--- src/rtl/alu_issue_queue_if.sv ---
// Dispatch, CDB and issue bundle for alu_issue_queue.
// master drives dispatch/CDB/flush (rename side); slave is the queue itself.
interface alu_issue_queue_if #(
    parameter int PREG_W = 7,
    parameter int ROB_W  = 3
);
    logic              dis_valid;
    logic              dis_ready;
    logic [4:0]        dis_opcode;
    logic [2:0]        dis_funct3;
    logic              dis_funct7;
    logic [PREG_W-1:0] dis_rs1_tag;
    logic [PREG_W-1:0] dis_rs2_tag;
    logic              dis_rs1_rdy;
    logic              dis_rs2_rdy;
    logic [31:0]       dis_rs1_data;
    logic [31:0]       dis_rs2_data;
    logic [31:0]       dis_imm;
    logic [31:0]       dis_pc;
    logic [ROB_W-1:0]  dis_rob_idx;
    logic [PREG_W-1:0] dis_rd;

    logic              cdb_valid;
    logic [PREG_W-1:0] cdb_tag;
    logic [31:0]       cdb_data;

    logic              flush;

    logic              iss_valid;
    logic [4:0]        iss_opcode;
    logic [2:0]        iss_funct3;
    logic              iss_funct7;
    logic [31:0]       iss_rs1_data;
    logic [31:0]       iss_rs2_data;
    logic [31:0]       iss_imm;
    logic [31:0]       iss_pc;
    logic [ROB_W-1:0]  iss_rob_idx;
    logic [PREG_W-1:0] iss_rd;

    modport master (
        output dis_valid, dis_opcode, dis_funct3, dis_funct7,
               dis_rs1_tag, dis_rs2_tag, dis_rs1_rdy, dis_rs2_rdy,
               dis_rs1_data, dis_rs2_data, dis_imm, dis_pc, dis_rob_idx, dis_rd,
               cdb_valid, cdb_tag, cdb_data, flush,
        input  dis_ready, iss_valid, iss_opcode, iss_funct3, iss_funct7,
               iss_rs1_data, iss_rs2_data, iss_imm, iss_pc, iss_rob_idx, iss_rd
    );

    modport slave (
        input  dis_valid, dis_opcode, dis_funct3, dis_funct7,
               dis_rs1_tag, dis_rs2_tag, dis_rs1_rdy, dis_rs2_rdy,
               dis_rs1_data, dis_rs2_data, dis_imm, dis_pc, dis_rob_idx, dis_rd,
               cdb_valid, cdb_tag, cdb_data, flush,
        output dis_ready, iss_valid, iss_opcode, iss_funct3, iss_funct7,
               iss_rs1_data, iss_rs2_data, iss_imm, iss_pc, iss_rob_idx, iss_rd
    );
endinterface

--- src/rtl/alu_issue_queue.sv ---
// Collapsing out-of-order issue queue feeding the single-cycle ALU through a registered issue stage.
// Optional macro ALU_IQ_WAKEUP_BYPASS_EN lets a same-cycle CDB broadcast make an entry selectable.
module alu_issue_queue #(
    parameter int DEPTH  = 4,
    parameter int PREG_W = 7,
    parameter int ROB_W  = 3
) (
    input logic         clk,
    input logic         rst_n,
    alu_issue_queue_if.slave bus
);
    localparam int CNT_W = $clog2(DEPTH + 1);

    typedef struct packed {
        logic              valid;
        logic [4:0]        opcode;
        logic [2:0]        funct3;
        logic              funct7;
        logic              rs1_rdy;
        logic [PREG_W-1:0] rs1_tag;
        logic [31:0]       rs1_data;
        logic              rs2_rdy;
        logic [PREG_W-1:0] rs2_tag;
        logic [31:0]       rs2_data;
        logic [31:0]       imm;
        logic [31:0]       pc;
        logic [ROB_W-1:0]  rob_idx;
        logic [PREG_W-1:0] rd;
    } entry_t;

    typedef struct packed {
        logic              valid;
        logic [4:0]        opcode;
        logic [2:0]        funct3;
        logic              funct7;
        logic [31:0]       rs1_data;
        logic [31:0]       rs2_data;
        logic [31:0]       imm;
        logic [31:0]       pc;
        logic [ROB_W-1:0]  rob_idx;
        logic [PREG_W-1:0] rd;
    } iss_t;

    entry_t           entries_q [DEPTH];
    entry_t           entries_d [DEPTH];
    entry_t           woken     [DEPTH+1];
    entry_t           incoming;
    iss_t             iss_q, iss_d;
    logic [CNT_W-1:0] count_q, count_d, count_kept;
    logic             dis_ready, dis_fire, sel_found, rdy_ok;
    int               sel_idx;

    // Tag 0 is the hardwired zero register and never wakes a waiting source.
    function automatic entry_t wake(input entry_t e, input logic cv,
                                    input logic [PREG_W-1:0] tag, input logic [31:0] data);
        entry_t r;
        r = e;
        if (cv && tag != '0) begin
            if (!r.rs1_rdy && r.rs1_tag == tag) begin
                r.rs1_rdy  = 1'b1;
                r.rs1_data = data;
            end
            if (!r.rs2_rdy && r.rs2_tag == tag) begin
                r.rs2_rdy  = 1'b1;
                r.rs2_data = data;
            end
        end
        return r;
    endfunction

    assign dis_ready     = (count_q != CNT_W'(DEPTH));
    assign dis_fire      = bus.dis_valid && dis_ready;
    assign bus.dis_ready = dis_ready;

    always_comb begin
        incoming          = '0;
        incoming.valid    = 1'b1;
        incoming.opcode   = bus.dis_opcode;
        incoming.funct3   = bus.dis_funct3;
        incoming.funct7   = bus.dis_funct7;
        incoming.rs1_rdy  = bus.dis_rs1_rdy;
        incoming.rs1_tag  = bus.dis_rs1_tag;
        incoming.rs1_data = bus.dis_rs1_data;
        incoming.rs2_rdy  = bus.dis_rs2_rdy;
        incoming.rs2_tag  = bus.dis_rs2_tag;
        incoming.rs2_data = bus.dis_rs2_data;
        incoming.imm      = bus.dis_imm;
        incoming.pc       = bus.dis_pc;
        incoming.rob_idx  = bus.dis_rob_idx;
        incoming.rd       = bus.dis_rd;
        incoming          = wake(incoming, bus.cdb_valid, bus.cdb_tag, bus.cdb_data);

        for (int i = 0; i < DEPTH; i++) begin
            woken[i] = wake(entries_q[i], bus.cdb_valid, bus.cdb_tag, bus.cdb_data);
        end
        woken[DEPTH] = '0;

        // Oldest-first select; operand data comes from the woken view so a bypassed value is captured.
        sel_found = 1'b0;
        sel_idx   = 0;
        rdy_ok    = 1'b0;
        iss_d     = iss_q;
        iss_d.valid = 1'b0;
        for (int i = 0; i < DEPTH; i++) begin
`ifdef ALU_IQ_WAKEUP_BYPASS_EN
            rdy_ok = woken[i].rs1_rdy && woken[i].rs2_rdy;
`else
            rdy_ok = entries_q[i].rs1_rdy && entries_q[i].rs2_rdy;
`endif
            if (!sel_found && entries_q[i].valid && rdy_ok) begin
                sel_found          = 1'b1;
                sel_idx            = i;
                iss_d.valid        = 1'b1;
                iss_d.opcode       = woken[i].opcode;
                iss_d.funct3       = woken[i].funct3;
                iss_d.funct7       = woken[i].funct7;
                iss_d.rs1_data     = woken[i].rs1_data;
                iss_d.rs2_data     = woken[i].rs2_data;
                iss_d.imm          = woken[i].imm;
                iss_d.pc           = woken[i].pc;
                iss_d.rob_idx      = woken[i].rob_idx;
                iss_d.rd           = woken[i].rd;
            end
        end

        for (int i = 0; i < DEPTH; i++) begin
            entries_d[i] = (sel_found && i >= sel_idx) ? woken[i+1] : woken[i];
        end
        count_kept = count_q - {{(CNT_W-1){1'b0}}, sel_found};
        count_d    = count_kept;

        if (dis_fire) begin
            for (int i = 0; i < DEPTH; i++) begin
                if (i == int'(count_kept)) begin
                    entries_d[i] = incoming;
                end
            end
            count_d = count_kept + CNT_W'(1);
        end

        if (bus.flush) begin
            for (int i = 0; i < DEPTH; i++) begin
                entries_d[i] = '0;
            end
            count_d     = '0;
            iss_d.valid = 1'b0;
        end
    end

    always_ff @(posedge clk) begin
        if (!rst_n) begin
            for (int i = 0; i < DEPTH; i++) begin
                entries_q[i] <= '0;
            end
            count_q <= '0;
            iss_q   <= '0;
        end else begin
            entries_q <= entries_d;
            count_q   <= count_d;
            iss_q     <= iss_d;
        end
    end

    assign bus.iss_valid    = iss_q.valid;
    assign bus.iss_opcode   = iss_q.opcode;
    assign bus.iss_funct3   = iss_q.funct3;
    assign bus.iss_funct7   = iss_q.funct7;
    assign bus.iss_rs1_data = iss_q.rs1_data;
    assign bus.iss_rs2_data = iss_q.rs2_data;
    assign bus.iss_imm      = iss_q.imm;
    assign bus.iss_pc       = iss_q.pc;
    assign bus.iss_rob_idx  = iss_q.rob_idx;
    assign bus.iss_rd       = iss_q.rd;
endmodule

--- src/flat_wrapper.sv ---
// flat-port wrapper written by rule: the top's interface ports become plain ports
module alu_issue_queue_flat 
#(
    parameter int DEPTH  = 4,
    parameter int PREG_W = 7,
    parameter int ROB_W  = 3
)
  (clk, rst_n, bus_dis_valid, bus_dis_opcode, bus_dis_funct3, bus_dis_funct7, bus_dis_rs1_tag, bus_dis_rs2_tag, bus_dis_rs1_rdy, bus_dis_rs2_rdy, bus_dis_rs1_data, bus_dis_rs2_data, bus_dis_imm, bus_dis_pc, bus_dis_rob_idx, bus_dis_rd, bus_cdb_valid, bus_cdb_tag, bus_cdb_data, bus_flush, bus_dis_ready, bus_iss_valid, bus_iss_opcode, bus_iss_funct3, bus_iss_funct7, bus_iss_rs1_data, bus_iss_rs2_data, bus_iss_imm, bus_iss_pc, bus_iss_rob_idx, bus_iss_rd);
  alu_issue_queue_if #(.PREG_W(PREG_W), .ROB_W(ROB_W)) bus_i ();
  input logic clk;
  input logic rst_n;
  input wire logic [$bits(bus_i.dis_valid)-1:0] bus_dis_valid;
  input wire logic [$bits(bus_i.dis_opcode)-1:0] bus_dis_opcode;
  input wire logic [$bits(bus_i.dis_funct3)-1:0] bus_dis_funct3;
  input wire logic [$bits(bus_i.dis_funct7)-1:0] bus_dis_funct7;
  input wire logic [$bits(bus_i.dis_rs1_tag)-1:0] bus_dis_rs1_tag;
  input wire logic [$bits(bus_i.dis_rs2_tag)-1:0] bus_dis_rs2_tag;
  input wire logic [$bits(bus_i.dis_rs1_rdy)-1:0] bus_dis_rs1_rdy;
  input wire logic [$bits(bus_i.dis_rs2_rdy)-1:0] bus_dis_rs2_rdy;
  input wire logic [$bits(bus_i.dis_rs1_data)-1:0] bus_dis_rs1_data;
  input wire logic [$bits(bus_i.dis_rs2_data)-1:0] bus_dis_rs2_data;
  input wire logic [$bits(bus_i.dis_imm)-1:0] bus_dis_imm;
  input wire logic [$bits(bus_i.dis_pc)-1:0] bus_dis_pc;
  input wire logic [$bits(bus_i.dis_rob_idx)-1:0] bus_dis_rob_idx;
  input wire logic [$bits(bus_i.dis_rd)-1:0] bus_dis_rd;
  input wire logic [$bits(bus_i.cdb_valid)-1:0] bus_cdb_valid;
  input wire logic [$bits(bus_i.cdb_tag)-1:0] bus_cdb_tag;
  input wire logic [$bits(bus_i.cdb_data)-1:0] bus_cdb_data;
  input wire logic [$bits(bus_i.flush)-1:0] bus_flush;
  output wire logic [$bits(bus_i.dis_ready)-1:0] bus_dis_ready;
  output wire logic [$bits(bus_i.iss_valid)-1:0] bus_iss_valid;
  output wire logic [$bits(bus_i.iss_opcode)-1:0] bus_iss_opcode;
  output wire logic [$bits(bus_i.iss_funct3)-1:0] bus_iss_funct3;
  output wire logic [$bits(bus_i.iss_funct7)-1:0] bus_iss_funct7;
  output wire logic [$bits(bus_i.iss_rs1_data)-1:0] bus_iss_rs1_data;
  output wire logic [$bits(bus_i.iss_rs2_data)-1:0] bus_iss_rs2_data;
  output wire logic [$bits(bus_i.iss_imm)-1:0] bus_iss_imm;
  output wire logic [$bits(bus_i.iss_pc)-1:0] bus_iss_pc;
  output wire logic [$bits(bus_i.iss_rob_idx)-1:0] bus_iss_rob_idx;
  output wire logic [$bits(bus_i.iss_rd)-1:0] bus_iss_rd;
  assign bus_i.dis_valid = bus_dis_valid;
  assign bus_i.dis_opcode = bus_dis_opcode;
  assign bus_i.dis_funct3 = bus_dis_funct3;
  assign bus_i.dis_funct7 = bus_dis_funct7;
  assign bus_i.dis_rs1_tag = bus_dis_rs1_tag;
  assign bus_i.dis_rs2_tag = bus_dis_rs2_tag;
  assign bus_i.dis_rs1_rdy = bus_dis_rs1_rdy;
  assign bus_i.dis_rs2_rdy = bus_dis_rs2_rdy;
  assign bus_i.dis_rs1_data = bus_dis_rs1_data;
  assign bus_i.dis_rs2_data = bus_dis_rs2_data;
  assign bus_i.dis_imm = bus_dis_imm;
  assign bus_i.dis_pc = bus_dis_pc;
  assign bus_i.dis_rob_idx = bus_dis_rob_idx;
  assign bus_i.dis_rd = bus_dis_rd;
  assign bus_i.cdb_valid = bus_cdb_valid;
  assign bus_i.cdb_tag = bus_cdb_tag;
  assign bus_i.cdb_data = bus_cdb_data;
  assign bus_i.flush = bus_flush;
  assign bus_dis_ready = bus_i.dis_ready;
  assign bus_iss_valid = bus_i.iss_valid;
  assign bus_iss_opcode = bus_i.iss_opcode;
  assign bus_iss_funct3 = bus_i.iss_funct3;
  assign bus_iss_funct7 = bus_i.iss_funct7;
  assign bus_iss_rs1_data = bus_i.iss_rs1_data;
  assign bus_iss_rs2_data = bus_i.iss_rs2_data;
  assign bus_iss_imm = bus_i.iss_imm;
  assign bus_iss_pc = bus_i.iss_pc;
  assign bus_iss_rob_idx = bus_i.iss_rob_idx;
  assign bus_iss_rd = bus_i.iss_rd;
  alu_issue_queue #(.DEPTH(DEPTH), .PREG_W(PREG_W), .ROB_W(ROB_W)) u_core (.clk(clk), .rst_n(rst_n), .bus(bus_i));
endmodule
--- config.mk ---
export PLATFORM = sky130hd
export DESIGN_NAME = alu_issue_queue_flat
export DESIGN_NICKNAME = d
export VERILOG_FILES = /design/src/rtl/alu_issue_queue_if.sv /design/src/rtl/alu_issue_queue.sv /design/src/flat_wrapper.sv
export SDC_FILE = /design/constraint.sdc
export NUM_CORES = 2
export LEC_CHECK = 0
export BUFFER_PORTS_ARGS = -buffer_cell sky130_fd_sc_hd__buf_2
export CAP_MARGIN = 25
export CELL_PAD_IN_SITES_DETAIL_PLACEMENT = 1
export CELL_PAD_IN_SITES_GLOBAL_PLACEMENT = 2
export CORE_UTILIZATION = 28
export DETAILED_ROUTE_END_ITERATION = 7
export PLACE_DENSITY = 0.7
export SLEW_MARGIN = 25
export SYNTH_ARGS = -nofsm -noshare
export SYNTH_HDL_FRONTEND = slang
export SYNTH_SLANG_ARGS = --single-unit
--- constraint.sdc ---
create_clock -name clk -period 11.2 [get_ports clk]
set_input_delay 0.56 -clock clk [delete_from_list [all_inputs] [get_ports clk]]
set_output_delay 0.56 -clock clk [all_outputs]
set_load 0.005 [all_outputs]
Yosys cells after proc, flatten, opt, wreduce, memory -nomap -nowiden:

Index checks and enable logic that the tools add are counted.

* register bits: 807
* bits of input ports: 207
* output and inout port bits: 149
* word-level logic and storage cells: 188

* add/subtract/negate cells: 2
* order comparisons: 4
* equal/unequal tests: 14
* muxes and demuxes: 56
* bitwise gates (word level): 1
* reductions and logical operators: 44

Operators by type and width (number)
* 164-bit 2-to-1 mux: 8
* 656-bit 2-to-1 mux: 1
* 148-bit 2-to-1 mux: 4
* 32-bit 2-to-1 mux: 15
* 33-bit 2-to-1 mux: 5
* 7-bit == test: 10
* 1-bit logical AND: 27
* 1-bit 2-to-1 mux: 20
* 1-bit logical NOT: 13
* 7-bit nonzero test: 1
* 3-bit == test, first input constant: 2
* 1-bit by 2-bit >= comparator with 1-bit output, first input constant: 2
* 2-bit >= comparator, first input constant: 2
* 2-bit 2-to-1 mux: 2
* 4-bit nonzero test: 1
* 3-bit by 1-bit adder with 3-bit output, second input constant: 1
* 2-bit by 3-bit == test with 1-bit output, first input constant: 1
* 3-bit logical NOT: 1
* 3-bit 2-to-1 mux: 1
* 3-bit inequality test, second input constant: 1
* 3-bit by 1-bit subtractor with 3-bit output: 1
* 2-bit OR reduction: 1
* 1-bit NOT: 1

Depth between registers and ports, before layout:

* depth after elaboration: 20
* depth in mapped cells: 17
* mapped depth without buffers: 12

Least setup slack after synthesis:

OpenSTA, ideal clock, no wires.

* path type: register to register
* start: register u_core.entries_q[481] (netlist name)
* end: register u_core.entries_q[243] (netlist name)
* setup time: 0.079 ns
* arrival: 3.425 ns
* data required time: 11.121 ns
* path slack: 7.696 ns
* cell stages (with the launch flop): 15
* path buffers: 5
* period minus slack after synthesis: 3.504 ns
* cells stage by stage: dfxtp_1 > and3_1 > nor3_1 > clkbuf_1 > clkbuf_1 > nand2_1 > ha_1 > ha_1 > or2_2 > a211o_1 > clkbuf_1 > or2_2 > clkbuf_1 > clkbuf_1 > o211ai_1

* longest elaborated chain between the ends: 16
* elaborated cells between the ends (all ways): 21
* those cells by class: 1 x add/sub; 1 x order compare; 1 x eq/ne; 9 x mux; 9 x reduce/logical

Ends and longest elaborated chain
* from (decl): RTL line alu_issue_queue.sv:44 `entry_t entries_q [DEPTH];`
* from (signal assigned): RTL line alu_issue_queue.sv:158 `entries_q <= entries_d;`
* 1-bit logical AND (*): RTL line alu_issue_queue.sv:108 `rdy_ok = entries_q[i].rs1_rdy && entries_q[i].rs2_rdy;`
* 1-bit logical AND (*): RTL line alu_issue_queue.sv:110 `if (!sel_found && entries_q[i].valid && rdy_ok) begin`
* branches (longest 13 deep; another with 3-bit by 1-bit subtractor with 3-bit output)
* 656-bit 2-to-1 mux (*): RTL line alu_issue_queue.sv:132 `if (dis_fire) begin`

Mark *: on every way between the ends.
A chain may end at the register's enable or synchronous reset.

Final worst setup path:

* start: register u_core.entries_q[605] (netlist name)
* end: register u_core.entries_q[546] (netlist name)

* longest elaborated chain between the ends: 20
* elaborated cells between the ends (all ways): 25
* those cells by class: 1 x add/sub; 1 x order compare; 10 x mux; 13 x reduce/logical

Ends and longest elaborated chain (RTL line)
* 1-bit logical AND (*): alu_issue_queue.sv:108
* 1-bit logical AND (*): alu_issue_queue.sv:110
* 1-bit 2-to-1 mux (*): alu_issue_queue.sv:110
* branches (longest 16 deep; another with 1-bit logical NOT)
* 656-bit 2-to-1 mux (*): alu_issue_queue.sv:132

Marked as above.

==> impl_metrics.py <==
metrics = {
    "outcome": {
        "outcome": "finished, violations left",
        "violations": "DRC",
    },
    "critical_path": {
        "critPathSlowestCell": "buf_4",
        "cp-start-kind": "flip-flop",
        "critPathRequiredTime_ns": 11.82,
        "endpoint_kind": "flip-flop",
        "crit_type": "reg2reg",
        "path_cells": "nand3_4, buf_4, buf_4, buf_4, buf_4, nand2_1, a311oi_1",
        "timing.rr.end": "u_core.entries_q[546]$_SDFF_PP0_",
        "reg2regPathDepth": 7,
        "rr_startpoint": "u_core.entries_q[605]$_SDFF_PP0_",
        "cp_num_buf_inv": 4,
        "critPathMostFrequentCell": "buf_4",
        "cpLargestDelayFamily": "buffers and inverters",
        "rrSetupSlack_ns": 6.16,
        "worstPathArrival_ns": 5.66,
        "max_stage_delay_ns": 0.90,
        "cp_max_fo": 75,
    },
    "clock_tree": {
        "clock-sinks": 807,
        "cts.path.max_buffers": 3,
        "htree_num_levels": 3,
        "postCtsHoldBufs": 0,
        "cts_tree": "done",
        "post_cts_resized": 0,
        "clock_latency_ns": 0.73,
        "post_cts_buffers": 0,
        "cts_buffers": 101,
        "root_buffer": "clkbuf_16",
        "clk_pin_slew_ns": 0.06,
    },
    "final_layout": {
        "utilization": 0.327,
        "final_cell_mix": "806 x dfxtp_1, 599 x nand2_1, 594 x nor2_1",
        "layout_commonest_cell": "dfxtp_1",
        "areaGrowthSynthToFinish_pct": 15.5,
        "nets": 5178,
        "fillers": 16900,
        "stdcell_count": 6964,
        "drive_gt1_frac": 0.130,
    },
    "drt": {
        "drcViolationCount": 32,
        "vias": 42000,
        "ant_nets": 0,
        "wl_per_cell_um": 28.3,
        "drtIter0Drc": 3589,
        "routed_via_density": 6.03,
        "wirelength_um": 197000,
        "drt_pass1_iterations": 7,
    },
    "synth": {
        "synth_edf_count": 0,
        "ys_async_sr_fraction": 0,
        "ys_types": 54,
        "synth_flop_cell": "dfxtp_1",
        "synthesis.nets": 5211,
        "synth-seq-area-share": 0.397,
        "postSynthCellCount": 5000,
        "synth_warnings": 0,
        "synth-seq-cells": 807,
        "syn_area_um2": 40700,
        "syn_area_per_cell_um2": 8.14,
    },
    "floorplanning": {
        "die-area_um2": 147000,
        "ioPinCount": 356,
        "die_width_um": 383,
        "coreArea_um2": 144000,
        "initial_core_util": 0.283,
        "placementRows": 139,
        "die_y_um": 383,
    },
    "sta": {
        "setup_viol": 0,
        "max_freq_ghz": 0.199,
        "hold_viol": 0,
        "rsz0062_at_grt": "false",
        "tns_ns": 0,
        "slew_headroom": 0.242,
        "worstMarginPinSlew_ns": 1.14,
        "drv_slew": 0,
        "fin_crit_sh": 0.450,
        "post-route-min-period_ns": 5.04,
        "finClkSkew_ns": 0.0267,
    },
    "worst_hold_path": {
        "min_to": "u_core.entries_q[5]$_SDFF_PP0_",
        "hold_path.class": "in2reg",
        "min_from": "bus_dis_rd[5]",
        "min_path_cells": 3,
    },
    "global_route": {
        "antenna_found_initial": 41,
        "grt_pass1_wl_um": 290000,
        "grtUsageMet1": 0.353,
        "use_met3": 0.0567,
        "first_global_vias": 42300,
        "grt_usage": 0.259,
        "grt_start_max_net_pins": 183,
        "grt.busiest_layer": "met2",
        "grtUsageMet2": 0.398,
        "overflow": 0,
    },
    "power_and_ir_drop": {
        "peakVddDrop_mv": 0.122,
        "power_uw": 6750,
        "p_leak_uw": 0.0152,
        "power_density_nw_per_um2": 144,
    },
    "placement": {
        "dp_hpwl_um": 109000,
        "io_buffers": 355,
        "place.gp.congestion": 0.807,
        "place_inst": 6766,
    },
    "job": {
        "drv_cap": 0,
    },
}
## cell usage after synthesis, types with 21 or more instances
cell	n	area (um^2)
a311oi_1	292	2560
o31a_1	36	315
a31oi_1	133	832
a221oi_1	83	727
o32ai_1	182	1590
a21o_1	31	233
o211ai_1	64	480
clkbuf_1	484	1820
nor2b_1	23	144
nor2_1	596	2240
o41ai_1	21	184
nor3_1	104	521
dfxtp_1	807	16200
o221ai_1	44	385
inv_1	157	589
o22ai_1	160	1000
o21ai_0	89	445
nand4_1	31	194
a211oi_1	311	2330
nand2_1	608	2280
xnor2_1	43	377
buf_2	64	320
a41oi_1	21	184
buf_1	27	101
a22oi_1	97	728
xor2_1	29	254
a21oi_1	86	430
mux2i_1	190	1900
and2_1	86	538
## per-stage QoR
step	hold slack, ns	cell area (um^2)	worst slack (ns)
floorplan	0.459	40700	7.70
global placement	0.469	43600	6.40
CTS	0.0889	46900	6.24
finish	0.142	47000	6.16
detailed placement	0.477	43600	6.22
global route	0.128	47000	5.98
## layer usage
| metal | vias to the layer above | part of all wire | routed length [um] |
|---|---|---|---|
| met5 | - | 0.0025 | 483 |
| met4 | 52 | 0.030 | 5870 |
| met3 | 390 | 0.077 | 15100 |
| met2 | 1528 | 0.44 | 87000 |
| met1 | 21300 | 0.45 | 88600 |
| li1 | 18700 | - | - |
## flip-flops by register name (all words and copies together), names as in the netlist
| name | cells |
|---|---|
| u_core.bus.iss_funct3 | 3 |
| u_core.bus.iss_funct7 | 1 |
| u_core.bus.iss_imm | 32 |
| u_core.bus.iss_opcode | 5 |
| u_core.bus.iss_pc | 32 |
| u_core.bus.iss_rd | 7 |
| u_core.bus.iss_rob_idx | 3 |
| u_core.bus.iss_rs1_data | 32 |
| u_core.bus.iss_rs2_data | 32 |
| u_core.bus.iss_valid | 1 |
| u_core.count_q | 3 |
| u_core.entries_q | 656 |
## cell type report
type                            count  area (um^2)  area share
Multi-Input combinational cell   3452        21900       0.466
Sequential cell                   807        16200       0.344
Clock buffer                      165         3120      0.0664
Timing Repair Buffer              448         2580      0.0549
Tap cell                         1903         2380      0.0507
Inverter                          157          589      0.0125
Clock inverter                     17          233     0.00495
Antenna cell                       15         37.5    0.000799
## worst reg2reg max path, cell delays in order, from the launching register on
cell      delay (ns)
dfxtp_1         0.38
nand3_4         0.51
buf_4           0.94
buf_4           0.93
buf_4           0.85
buf_4           0.82
nand2_1         0.17
a311oi_1        0.34
## logic make-up after synthesis
| family | count (synthesis) | synth area share |
|---|---|---|
| AOI/OAI and AO/OA | 1683 | 0.313 |
| xor gates and xnor gates | 72 | 0.0155 |
| adders and majority gates | 4 | 0.00123 |
| buffers and inverters | 741 | 0.0712 |
| DFF | 807 | 0.397 |
| muxes | 192 | 0.0473 |
| and+or+nand+nor | 1501 | 0.155 |
## how the worst max path moves through the flow
| stage | startpoint | endpoint | cells after the start |
|---|---|---|---|
| after floorplan | u_core.entries_q[481]$_SDFF_PP0_ | u_core.entries_q[243]$_SDFF_PP0_ | 14 |
| after global placement | u_core.entries_q[605]$_SDFF_PP0_ | u_core.entries_q[534]$_SDFF_PP0_ | 7 |
| after detailed placement | u_core.entries_q[605]$_SDFF_PP0_ | u_core.entries_q[546]$_SDFF_PP0_ | 7 |
| after CTS | u_core.entries_q[605]$_SDFF_PP0_ | u_core.entries_q[546]$_SDFF_PP0_ | 7 |
| after global routing | u_core.entries_q[605]$_SDFF_PP0_ | u_core.entries_q[546]$_SDFF_PP0_ | 7 |
| final | u_core.entries_q[605]$_SDFF_PP0_ | u_core.entries_q[546]$_SDFF_PP0_ | 7 |
## where the power goes
group | total (uW) | internal [uW] | switching [uW]
Sequential | 2930 | 2910 | 22.6
Clock | 3340 | 1930 | 1410
Combinational | 484 | 115 | 369
Power figures use the tool's default switching activity.
